**src/rtl/reset_seq.sv**
```systemverilog
// Reset synchroniser and staggered release sequencer: CH_NUM resets released in order once lock is stable.
// Optional soft-request glitch filter enabled by defining RST_SEQ_FILTER_EN.
module reset_seq #(
  parameter int SYNC_STAGES  = 2,
  parameter int CH_NUM       = 4,
  parameter int ASSERT_CYC   = 16,
  parameter int STEP_CYC     = 8,
  parameter bit OUT_POSITIVE = 1'b1
) (
  input  logic              clk,
  input  logic              rst,
  input  logic              lock_i,
  input  logic              soft_rst_req,
  output logic [CH_NUM-1:0] rst_o,
  output logic              seq_done
);

  localparam int MAX_CYC = (ASSERT_CYC > STEP_CYC) ? ASSERT_CYC : STEP_CYC;
  localparam int CNT_W   = $clog2(MAX_CYC + 1);
  localparam int IDX_W   = (CH_NUM > 1) ? $clog2(CH_NUM) : 1;

  localparam logic [CNT_W-1:0]  ASSERT_LAST  = CNT_W'(ASSERT_CYC - 1);
  localparam logic [CNT_W-1:0]  STEP_LAST    = CNT_W'(STEP_CYC - 1);
  localparam logic [CNT_W-1:0]  CNT_MAX      = {CNT_W{1'b1}};
  localparam logic [IDX_W-1:0]  IDX_LAST     = IDX_W'(CH_NUM - 1);
  localparam logic [CH_NUM-1:0] ALL_ASSERTED = {CH_NUM{OUT_POSITIVE}};
  localparam logic              REL_LVL      = ~OUT_POSITIVE;

  typedef enum logic [1:0] {
    ST_ASSERT    = 2'd0,
    ST_WAIT_LOCK = 2'd1,
    ST_RELEASE   = 2'd2,
    ST_DONE      = 2'd3
  } state_t;

  logic [SYNC_STAGES-1:0] rst_chain;
  logic [SYNC_STAGES-1:0] lock_chain;
  logic                   rst_s;
  logic                   lock_s;
  logic                   soft_trig;
  logic                   lock_lost;
  state_t                 state_r;
  logic [CNT_W-1:0]       cnt_r;
  logic [IDX_W-1:0]       idx_r;
  logic [IDX_W-1:0]       idx_nxt;

  // Async assert, sync release of the incoming reset.
  always_ff @(posedge clk or posedge rst) begin
    if (rst) begin
      rst_chain <= '1;
    end else begin
      rst_chain <= {rst_chain[SYNC_STAGES-2:0], 1'b0};
    end
  end

  // Lock indication synchroniser, cleared by the raw reset.
  always_ff @(posedge clk or posedge rst) begin
    if (rst) begin
      lock_chain <= '0;
    end else begin
      lock_chain <= {lock_chain[SYNC_STAGES-2:0], lock_i};
    end
  end

  assign rst_s  = rst_chain[SYNC_STAGES-1];
  assign lock_s = lock_chain[SYNC_STAGES-1];

`ifdef RST_SEQ_FILTER_EN
  logic [1:0] filt_cnt;

  // Counts consecutive high samples; saturates so a held request keeps triggering.
  always_ff @(posedge clk or posedge rst) begin
    if (rst) begin
      filt_cnt <= 2'd0;
    end else if (!soft_rst_req) begin
      filt_cnt <= 2'd0;
    end else if (filt_cnt != 2'd3) begin
      filt_cnt <= filt_cnt + 2'd1;
    end else begin
      filt_cnt <= filt_cnt;
    end
  end

  assign soft_trig = soft_rst_req && (filt_cnt == 2'd3);
`else
  assign soft_trig = soft_rst_req;
`endif

  assign lock_lost = !lock_s && ((state_r == ST_RELEASE) || (state_r == ST_DONE));
  assign idx_nxt   = idx_r + IDX_W'(1);

  // Sequencer FSM with registered channel resets and done flag.
  always_ff @(posedge clk or posedge rst) begin
    if (rst) begin
      state_r  <= ST_ASSERT;
      cnt_r    <= '0;
      idx_r    <= '0;
      rst_o    <= ALL_ASSERTED;
      seq_done <= 1'b0;
    end else if (rst_s || soft_trig || lock_lost) begin
      state_r  <= ST_ASSERT;
      cnt_r    <= '0;
      idx_r    <= '0;
      rst_o    <= ALL_ASSERTED;
      seq_done <= 1'b0;
    end else begin
      case (state_r)
        ST_ASSERT: begin
          if (cnt_r == ASSERT_LAST) begin
            state_r <= ST_WAIT_LOCK;
            cnt_r   <= '0;
          end else if (cnt_r != CNT_MAX) begin
            cnt_r <= cnt_r + CNT_W'(1);
          end
        end
        ST_WAIT_LOCK: begin
          if (lock_s) begin
            idx_r    <= '0;
            cnt_r    <= '0;
            rst_o[0] <= REL_LVL;
            if (CH_NUM == 1) begin
              state_r  <= ST_DONE;
              seq_done <= 1'b1;
            end else begin
              state_r <= ST_RELEASE;
            end
          end
        end
        ST_RELEASE: begin
          if (cnt_r == STEP_LAST) begin
            cnt_r <= '0;
            idx_r <= idx_nxt;
            for (int i = 0; i < CH_NUM; i++) begin
              if (IDX_W'(i) == idx_nxt) begin
                rst_o[i] <= REL_LVL;
              end
            end
            if (idx_nxt == IDX_LAST) begin
              state_r  <= ST_DONE;
              seq_done <= 1'b1;
            end
          end else if (cnt_r != CNT_MAX) begin
            cnt_r <= cnt_r + CNT_W'(1);
          end
        end
        ST_DONE: begin
          state_r <= ST_DONE;
        end
        default: begin
          state_r  <= ST_ASSERT;
          cnt_r    <= '0;
          idx_r    <= '0;
          rst_o    <= ALL_ASSERTED;
          seq_done <= 1'b0;
        end
      endcase
    end
  end

endmodule

```
**config.mk**
```make
export PLATFORM = sky130hd
export DESIGN_NAME = reset_seq
export DESIGN_NICKNAME = d
export VERILOG_FILES = /design/src/rtl/reset_seq.sv
export SDC_FILE = /design/constraint.sdc
export NUM_CORES = 1
export LEC_CHECK = 0
export ABC_AREA = 1
export CAP_MARGIN = 5
export CORE_MARGIN = 10
export CORE_UTILIZATION = 50
export DETAILED_ROUTE_END_ITERATION = 10
export PLACE_DENSITY = 0.67
export SKIP_CTS_REPAIR_TIMING = 1
export SLEW_MARGIN = 10
export SYNTH_ARGS = -nofsm -noshare
export SYNTH_HDL_FRONTEND = slang
export SYNTH_SLANG_ARGS = --single-unit
```
**constraint.sdc**
```tcl
create_clock -name clk -period 2.1 [get_ports clk]
set_clock_uncertainty 0.2 [all_clocks]
set_input_delay 0.42 -clock clk [delete_from_list [all_inputs] [get_ports clk]]
set_output_delay 0.42 -clock clk [all_outputs]
set_load 0.02 [all_outputs]
```
# [Word level (Yosys, flattened, before mapping)]
# Index checks and enable logic that the tools add are counted.
[word_totals] regBits=18 input_bits=4 output_inout_bits=5
[classes] addsub=2 n_eq_ne=15 n_mux=29 reduce_logical=23
[ops] operator="5-bit two-way mux" count=5
[ops] operator="2-bit two-way mux" count=8
[ops] operator="5-bit one-hot mux with 3 select lines" count=1
[ops] operator="3-bit AND reduction" count=5
[ops] operator="2-bit nonzero test" count=6
[ops] operator="1-bit two-way mux" count=9
[ops] operator="3-bit by 1-bit inequality test with 1-bit output, second input constant" count=3
[ops] operator="4-bit two-way mux" count=2
[ops] operator="2-bit one-hot mux with 4 select lines" count=1
[ops] operator="4-bit AND reduction" count=2
[ops] operator="2-bit == test, second input constant" count=3
[ops] operator="3-bit inequality test, second input constant" count=2
[ops] operator="5-bit by 1-bit adder with 5-bit output, second input constant" count=1
[ops] operator="5-bit by 3-bit == test with 1-bit output, second input constant" count=1
[ops] operator="5-bit by 4-bit == test with 1-bit output, second input constant" count=1
[ops] operator="5-bit inequality test, second input constant" count=1
[ops] operator="2-bit == test, first input constant" count=2
[ops] operator="2-bit logical NOT" count=2
[ops] operator="2-bit one-hot mux with 2 select lines" count=1
[ops] operator="4-bit nonzero test" count=1
[ops] operator="1-bit logical OR" count=3
[ops] operator="3-bit two-way mux" count=1
[ops] operator="3-bit nonzero test" count=1
[ops] operator="2-bit by 1-bit adder with 2-bit output, second input constant" count=1
[ops] operator="other kinds (6)" count=6

# [Logic depth before layout (Yosys ltp)]
# Gate-level depths: netlist of the first run.
[depth] depth_word=6 depth_mapped=11 depth_no_buf=11

# [Worst setup path before layout of the first run]
# OpenSTA, ideal clock, no wires.
[synth_path] path_kind="reg2reg" start="register state_r[0]" end="register idx_r[0]" setup_ps=117 t_arrival_ps=1401 t_required_ps=1783 setup_slack_ps=382 stages_incl_launch_ff=11 n_path_buf=0 period_less_slack_ps=1718 path_cell_list="dfrtp_1 > inv_1 > ha_1 > o21ai_4 > nand2_4 > inv_4 > nand2_4 > nand2_2 > nor2_1 > nand2_1 > nand2_1"
[synth_between] elab_chain_len=6
[synth_lines] item="from (decl)" line_no="42" rtl="state_t state_r;"
[synth_lines] item="from (signal assigned)" line_no="95" rtl="state_r <= ST_ASSERT;"
[synth_lines] item="from (signal assigned)" line_no="101" rtl="state_r <= ST_ASSERT;"
[synth_lines] item="from (signal assigned)" line_no="110" rtl="state_r <= ST_WAIT_LOCK;"
[synth_lines] item="2-bit == test (on tied branches)" line_no="89, 107"
[synth_lines] item="1-bit logical OR" line_no="89" rtl="assign lock_lost = !lock_s && ((state_r == ST_RELEASE) || (state_r == ST_DONE));"
[synth_lines] item="1-bit logical AND" line_no="89"
[synth_lines] item="1-bit logical OR" line_no="100" rtl="end else if (rst_s || soft_trig || lock_lost) begin"
[synth_lines] item="3-bit by 1-bit inequality test with 1-bit output (no source line) (tied with other cells)"
[synth_lines] item="3-bit AND reduction (no source line)"
[synth_lines] item="to (signal assigned)" line_no="132" rtl="idx_r <= idx_nxt;"
[synth_lines] item="to (decl)" line_no="44" rtl="logic [IDX_W-1:0] idx_r;"
# Parallel ways exist; a longest one is shown, timed or not.
# A chain may end at the register's enable or synchronous reset.

# [Worst setup path in the final report of the first run]
[layout_path] start="register rst_o[1]" end="output port rst_o[1]"
[layout_rtl] item="from (decl)" line_no="14" rtl="output logic [CH_NUM-1:0] rst_o,"
[layout_rtl] item="from (signal assigned)" line_no="98" rtl="rst_o <= ALL_ASSERTED;"
[layout_rtl] item="from (signal assigned)" line_no="104" rtl="rst_o <= ALL_ASSERTED;"
[layout_rtl] item="from (signal, indexed assignment)" line_no="135" rtl="rst_o[i] <= REL_LVL;"
# No word-level cell between the ends.

==> impl_metrics.ini, run 1 <==
[critical_path]
arrival_ns = 1.43
start_kind = flop
crit_fanout = 2
r2r_end = idx_r[1]
reg2reg_depth = 9
crit_slowest_cell = clkdlybuf4s50_1
cp_top_family = buffers and inverters
endpoint_kind = output pin
path_cells = clkdlybuf4s50_1
cp.required_ns = 1.48
cp.buffers_inverters = 1
rr_startpoint = state_r[0]
cpPeakStageDelay_ns = 0.59
r2r_slack_ns = 0.24
worst-setup-path-type = flop to output pin

[global_routing]
grt_usage_pct = 10.3
overflow = 0
grt_max_degree = 19
grt_pass1_wl_um = 3710
grt_pass1_vias = 899
grt_antenna_before_repair = 0

[timing]
rsz0062_at_grt = false
setup_viol = 0
drv_slew = 0
final-hold-violation-count = 0
fin_crit_sh_pct = 97.5
fin_setup_tns_ns = 0
period_needed_ns = 2.05
fmax_ghz = 0.489
hold_ws_ns = 0.162
worst_slack_ns = 0.0529

[die]
rows = 16
die_w_um = 67.1
dieArea_um2 = 4500
start_util_pct = 54.2
ios = 9
fp.coreArea_um2 = 2040
die_h_um = 67.1

[route]
drc = 0
drtIter0Drc = 32
wirelength_um = 2010
wl_per_cell_um = 11.2
final_antenna_net_count = 0
drtPass1Iterations = 4
via_count = 900
post_drt_via_cell_ratio = 5.03

[min_path]
hp-class = flop to flop
hp-start = rst_chain[0]
whs_path_depth = 0
min_to = rst_chain[1]

[flow_run]
max-cap-violations = 0

[finish]
drive_gt1_share_pct = 18.4
ff_latch_area_um2 = 458
fillers = 189
nNetsFinal = 167
fin_util_pct = 62.3
num_antenna_cells = 0
area_growth_pct = 14.9
multi_input_area_um2 = 567

[clock_network]
worstSkewPairLatency_ns = 0.29
clk_pin_slew_worst_paths_ns = 0.10
clock-root-buffer = clkbuf_4
clock_path_buffers = 2
cts_tree = yes
cts_buffers = 3
cts_htree_levels = 1
clock-sinks = 18

[yosys]
synth_top_area_share_pct = 27.1
synth_cells = 139
netlist_area_um2 = 1110
yosys_warnings = 0
synth_area_leaders = dfrtp_1 (27%), nand2_1 (15%), dfstp_2 (14%)
yosysTopAreaCell = dfrtp_1
postSynthAreaPerCell_um2 = 7.97
synth.distinct_cells = 20
synth-seq-cells = 18
synth_nets = 153
yosysSeqAreaShare_pct = 41.4

[pwr]
power_leakage_nw = 0.700
power_density_nw_per_um2 = 577
power_mw = 0.734
vdd_drop_max_uv = 378

[run_status]
status = completed

[placement]
place_congestion = 0.821
post-place-ws_ns = 0.0428
place_hpwl_um = 1590
port_buffers = 8
## routing by layer
| metal | part of all wire [%] | routed length (um) | up-vias | global-route usage (%) |
|---|---|---|---|---|
| met3 | 5.3 | 106 | 4 | 3.68 |
| li1 | - | - | 460 | - |
| met1 | 43 | 867 | 416 | 11.3 |
| met5 | 0 | 0 | - | 0 |
| met2 | 50 | 1010 | 20 | 18.2 |
| met4 | 1.3 | 26 | 0 | 3.08 |
## cell families (layout without fill, tap and decap cells)
group	after synthesis	in the layout	share of synthesized area, %
adder cells (fa/ha/maj)	10	10	11.3
AO/OA/AOI/OAI	7	7	4.18
buffers and inverters	22	35	7.68
AND/OR/NAND/NOR	81	81	35.1
flip-flops	18	18	41.4
other	1	1	0.339
## through the flow
stage | cells | instance area [um2]
4_1_cts | 179 | 1260
6_report | 179 | 1270
3_3_place_gp | 175 | 1230
3_5_place_dp | 175 | 1230
5_1_grt | 179 | 1270
2_1_floorplan | 139 | 1110
## where the power goes
group / switching, mW / leakage [nW] / total [mW] / internal, mW
clock network: 0.105 / 0.0210 / 0.211 / 0.106
logic: 0.0880 / 0.455 / 0.139 / 0.0513
registers: 0.0182 / 0.224 / 0.384 / 0.366
total: 0.211 / 0.700 / 0.734 / 0.523
## Yosys cell counts
master   instances
ha_1            10
nand3_2          1
nand2_1         43
inv_2            1
nand2_2          2
inv_4            1
nor2_2           5
nand3_1          9
nor2_4           1
a21oi_1          3
inv_1           20
nand4_2          2
nand4_1          4
dfstp_2          6
conb_1           1
nand2_4          2
o21ai_4          1
nor2_1          12
o21ai_0          3
dfrtp_1         12
## how the worst max path moves through the flow
stage	start	to	slack (ns)	cells after the start
after floorplan	state_r[0]	idx_r[0]	0.38	10
after global placement	soft_rst_req	cnt_r[2]	0.11	7
after detailed placement	soft_rst_req	cnt_r[2]	0.04	7
after CTS	rst_o[3]	rst_o[3]	0.03	1
after global routing	rst_o[1]	rst_o[1]	0.0008	1
final	rst_o[1]	rst_o[1]	0.05	1
## worst register-to-register path: cells and delay by family (launching register included)
family,cells,cell delay [ns]
and+or+nand+nor,6,0.68
buffers and inverters,2,0.17
adders and majority gates,1,0.27
DFF,1,0.45
## state kept, by name, indices dropped and copies added (netlist names)
signal,flops
cnt_r,5
rst_o,4
state_r,2
seq_done,1
rst_chain,2
lock_chain,2
idx_r,2
## cell type report
| class | count | area share, % |
|---|---|---|
| Tap cell | 27 | 2.65 |
| Inverter | 22 | 6.69 |
| Sequential cell | 18 | 36.0 |
| Clock buffer | 4 | 2.85 |
| Multi-Input combinational cell | 99 | 44.5 |
| Timing Repair Buffer | 9 | 7.28 |
## cell usage in the layout (no fill, tap or decap), types with 2 or more instances in the layout
| cell | instances |
|---|---|
| nand3_1 | 9 |
| nor2_1 | 12 |
| clkdlybuf4s50_1 | 6 |
| nand4_1 | 4 |
| dfrtp_1 | 12 |
| nand4_2 | 2 |
| nand2_4 | 2 |
| nand2_1 | 43 |
| nand2_2 | 2 |
| a21oi_1 | 3 |
| inv_1 | 20 |
| dfstp_2 | 6 |
| clkbuf_4 | 3 |
| o21ai_0 | 3 |
| ha_1 | 9 |
| dlymetal6s2s_1 | 2 |
| nor2_2 | 5 |
No activity file was read; power rests on OpenSTA's default activity.
==> run 2: changes to the inputs <==
--- a/config.mk
+++ b/config.mk
@@ -9,8 +9,10 @@
 export CAP_MARGIN = 5
 export CORE_MARGIN = 10
 export CORE_UTILIZATION = 50
+export CTS_CLUSTER_SIZE = 16
 export DETAILED_ROUTE_END_ITERATION = 10
-export PLACE_DENSITY = 0.67
+export PLACE_DENSITY = 0.69
+export REMOVE_ABC_BUFFERS = 1
 export SKIP_CTS_REPAIR_TIMING = 1
 export SLEW_MARGIN = 10
 export SYNTH_ARGS = -nofsm -noshare
==> impl_metrics.ini, run 2 (synthesis gave the netlist of run 1 again) <==
[route]
via_count = 908
wl_per_cell_um = 11.3
post_drt_via_cell_ratio = 5.07
drtPass1Iterations = 4
drc = 0
final_antenna_net_count = 0
drtIter0Drc = 49
wirelength_um = 2010

[timing]
hold_ws_ns = 0.158
worst_slack_ns = 0.0485
drv_slew = 0
setup_viol = 0
rsz0062_at_grt = false
fmax_ghz = 0.487
period_needed_ns = 2.05
fin_setup_tns_ns = 0
fin_crit_sh_pct = 97.7
final-hold-violation-count = 0

[die]
dieArea_um2 = 4500
rows = 16
die_w_um = 67.1
fp.coreArea_um2 = 2040
start_util_pct = 54.2
die_h_um = 67.1
ios = 9

[finish]
final_cell_mix = nand2_1 (43), inv_1 (20), nor2_1 (12)
nNetsFinal = 167
area_growth_pct = 13.4
top_register = cnt_r
reg_top3 = cnt_r: 5 flops, rst_o: 4 flops
num_antenna_cells = 0
largest_reg_flops = 5
final_common_cell = nand2_1
fin_area_um2 = 1260
fin_util_pct = 61.5
drive_gt1_share_pct = 17.8

[critical_path]
cp_top_family = buffers and inverters
reg2reg_depth = 9
path_cells = clkdlybuf4s50_1
worst-setup-path-type = flop to output pin
start_kind = flop
rr_startpoint = state_r[0]
arrival_ns = 1.43
crit_fanout = 2
cp.buffers_inverters = 1
r2r_end = idx_r[1]
cpPeakStageDelay_ns = 0.60
endpoint_kind = output pin
r2r_slack_ns = 0.19
crit_slowest_cell = clkdlybuf4s50_1
cp.required_ns = 1.48

[placement]
placed_cell_area_um2 = 1230
post-place-ws_ns = 0.0703
port_buffers = 8
place_hpwl_um = 1610
place_congestion = 0.903

[pwr]
power_leakage_nw = 0.691
power_density_nw_per_um2 = 558
vdd_drop_max_uv = 333

[clock_network]
clock-root-buffer = clkbuf_4
cts_htree_levels = 1
worstSkewPairLatency_ns = 0.29
clock_path_buffers = 2
cts_tree = yes
clock-sinks = 18
cts_buffers = 3
clk_pin_slew_worst_paths_ns = 0.10

[flow_run]
max-cap-violations = 0

[global_routing]
grt_usage_pct = 10.5
overflow = 0
grt_pass1_vias = 890
grt_pass1_wl_um = 3730
grt_max_degree = 11
grt_antenna_before_repair = 0

[min_path]
hp-class = input port to asynchronous set/reset pin

[run_status]
status = completed
[run 2: final cells by class]
cell class | instances | area, um2
Timing Repair Buffer | 9 | 87.6
Fill cell | 201 | 786
Inverter | 22 | 85.1
Sequential cell | 18 | 459
Tap cell | 27 | 33.8
Clock buffer | 4 | 26.3
Multi-Input combinational cell | 99 | 564
[run 2: worst max path at each step]
stage	end	slack [ns]	depth (start not counted)	startpoint
after floorplan	idx_r[0]	0.38	10	state_r[0]
after global placement	cnt_r[2]	0.13	7	soft_rst_req
after detailed placement	cnt_r[2]	0.07	7	soft_rst_req
after CTS	rst_o[0]	0.04	1	rst_o[0]
after global routing	rst_o[2]	0.002	1	rst_o[2]
final	rst_o[0]	0.05	1	rst_o[0]
[run 2: routing by layer]
layer  track usage [%]  up-vias  part of all wire, %
li1                  -      456                    -
met1              12.2      426                   45
met5                 0        -                    0
met4              4.62        0                  2.0
met3              2.17        5                  5.5
met2              17.9       21                   47
[run 2: through the flow]
stage	power (mW)	cells
2_1_floorplan	0.492	139
3_3_place_gp	0.525	175
3_5_place_dp	0.529	175
4_1_cts	0.708	179
5_1_grt	0.747	179
6_report	0.701	179
[run 2: worst reg2reg max path: cells and delay by family, from the launching register on]
kind	cells	cell delay, ns
flops	1	0.45
simple gates	6	0.69
fa+ha+maj	1	0.33
buf+inv	2	0.15
[run 2: power breakdown]
group | leakage [nW] | total, mW | switching, mW | internal, mW
clock | 0.0150 | 0.177 | 0.103 | 0.0739
combinational | 0.454 | 0.140 | 0.0881 | 0.0517
sequential | 0.223 | 0.385 | 0.0182 | 0.367
total | 0.691 | 0.701 | 0.209 | 0.492
==> run 3: changes to the inputs <==
--- a/config.mk
+++ b/config.mk
@@ -9,6 +9,8 @@
 export CAP_MARGIN = 5
 export CORE_MARGIN = 10
 export CORE_UTILIZATION = 50
+export CTS_BUF_LIST = sky130_fd_sc_hd__clkbuf_8
+export CTS_CLUSTER_DIAMETER = 150
 export CTS_CLUSTER_SIZE = 16
 export DETAILED_ROUTE_END_ITERATION = 10
 export PLACE_DENSITY = 0.69
==> constraint.sdc (replaced) <==
create_clock -name clk -period 2.5 [get_ports clk]
set_clock_uncertainty 0.2 [all_clocks]
set_input_delay 0.5 -clock clk [delete_from_list [all_inputs] [get_ports clk]]
set_output_delay 0.5 -clock clk [all_outputs]
set_load 0.02 [all_outputs]
==> impl_metrics.ini, run 3 (synthesis gave the netlist of run 1 again) <==
[finish]
fin_util_pct = 62.5
fin_area_um2 = 1280
reg_top3 = cnt_r: 5 flops, rst_o: 4 flops
area_growth_pct = 15.3
fillers = 193
final_cell_mix = nand2_1 (43), inv_1 (20), nor2_1 (12), dfrtp_1 (12), ha_1 (10)
num_antenna_cells = 0
top_register = cnt_r
final_common_cell = nand2_1
drive_gt1_share_pct = 17.2
largest_reg_flops = 5
nNetsFinal = 166

[critical_path]
worst-setup-path-type = flop to output pin
crit_fanout = 2
cp.buffers_inverters = 1
start_kind = flop
rr_startpoint = state_r[0]
cpPeakStageDelay_ns = 0.60
arrival_ns = 1.38
cp_top_family = buffers and inverters
reg2reg_depth = 9
r2r_slack_ns = 0.57
crit_slowest_cell = clkdlybuf4s50_1
path_cells = clkdlybuf4s50_1
r2r_end = idx_r[1]
endpoint_kind = output pin
cp.required_ns = 1.80

[die]
die_w_um = 67.1
start_util_pct = 54.2
fp.coreArea_um2 = 2040
dieArea_um2 = 4500
rows = 16
die_h_um = 67.1
ios = 9

[timing]
fmax_ghz = 0.480
worst_slew_pin_slew_ns = 0.672
fin_setup_tns_ns = 0
rsz0062_at_grt = false
relSlewSlack_pct = 55.2
final-hold-violation-count = 0
hold_ws_ns = 0.152
fin_crit_sh_pct = 83.3
drv_slew = 0
period_needed_ns = 2.08
setup_viol = 0

[placement]
place_hpwl_um = 1550
place_congestion = 0.885
port_buffers = 8
placed_cell_area_um2 = 1220

[pwr]
power_density_nw_per_um2 = 528
vdd_drop_max_uv = 300
power_leakage_nw = 0.702

[clock_network]
clock-sinks = 18
cts_htree_levels = 1
clock_path_buffers = 2
clk_pin_slew_worst_paths_ns = 0.07
cts_buffers = 3
clock-root-buffer = clkbuf_8
worstSkewPairLatency_ns = 0.25
cts_tree = yes

[route]
wl_per_cell_um = 10.8
drc = 0
top_layer = met4
drtPass1Iterations = 4
met1Wirelength_um = 908
wirelength_um = 1930
wl_met3_um = 101
via_count = 861
final_antenna_net_count = 0
wl_met2_um = 895
drtIter0Drc = 43
post_drt_via_cell_ratio = 4.84

[global_routing]
grt_antenna_before_repair = 0
grt_pass1_vias = 829
grt_pass1_wl_um = 3360
overflow = 0
grt_usage_pct = 9.47
grt_max_degree = 19

[min_path]
min_to = lock_chain[1]
hp-class = flop to flop
whs_path_depth = 0
hp-start = lock_chain[0]

[flow_run]
max-cap-violations = 0

[run_status]
status = completed
## run 3: cell count changes in the layout (fill, tap and decap cells not counted)
| cell | delta |
|---|---|
| clkbuf_1 | -1 |
| clkbuf_8 | +4 |
| clkbuf_4 | -3 |
| buf_4 | -1 |
| dfrtp_2 | -1 |
| dfrtp_1 | +1 |
## run 3: final cells by class
cell class	instances	area (um2)	area share, %
Timing Repair Buffer	8	80.1	6.27
Clock buffer	4	55.1	4.31
Multi-Input combinational cell	99	564	44.2
Inverter	22	85.1	6.67
Tap cell	27	33.8	2.65
Sequential cell	18	458	35.9
## run 3: worst max-delay path by stage
stage,slack [ns],cells past startpoint,endpoint,start
global placement,0.45,7,cnt_r[2],soft_rst_req
finish,0.42,1,rst_o[0],rst_o[0]
global route,0.39,1,rst_o[2],rst_o[2]
floorplan,0.78,10,idx_r[0],state_r[0]
CTS,0.40,1,rst_o[0],rst_o[0]
detailed placement,0.38,7,cnt_r[2],soft_rst_req
## run 3: report_power, final
group          switching [mW]  internal, mW  total [mW]
clock network          0.0974         0.140       0.237
registers              0.0147         0.308       0.323
logic                  0.0725        0.0420       0.114
## run 3: layer usage
| layer | track usage (%) | vias to the layer above |
|---|---|---|
| li1 | - | 455 |
| met1 | 10.5 | 391 |
| met4 | 4.10 | 0 |
| met5 | 0 | - |
| met3 | 2.51 | 4 |
| met2 | 16.5 | 11 |
## run 3: through the flow
stage / worst slack (ns) / power, mW / std cells
floorplan: 0.782 / 0.414 / 139
global placement: 0.446 / 0.439 / 174
detailed placement: 0.383 / 0.441 / 174
CTS: 0.404 / 0.681 / 178
global route: 0.386 / 0.710 / 178
finish: 0.418 / 0.674 / 178
## run 3: worst reg2reg max path: stages, from the launching register on
cell	delay, ns
dfrtp_1	0.43
inv_1	0.12
ha_1	0.33
nor2_1	0.11
nand4_2	0.18
inv_2	0.06
nor2_2	0.17
nand2_1	0.10
nand2_1	0.07
nand2_1	0.05
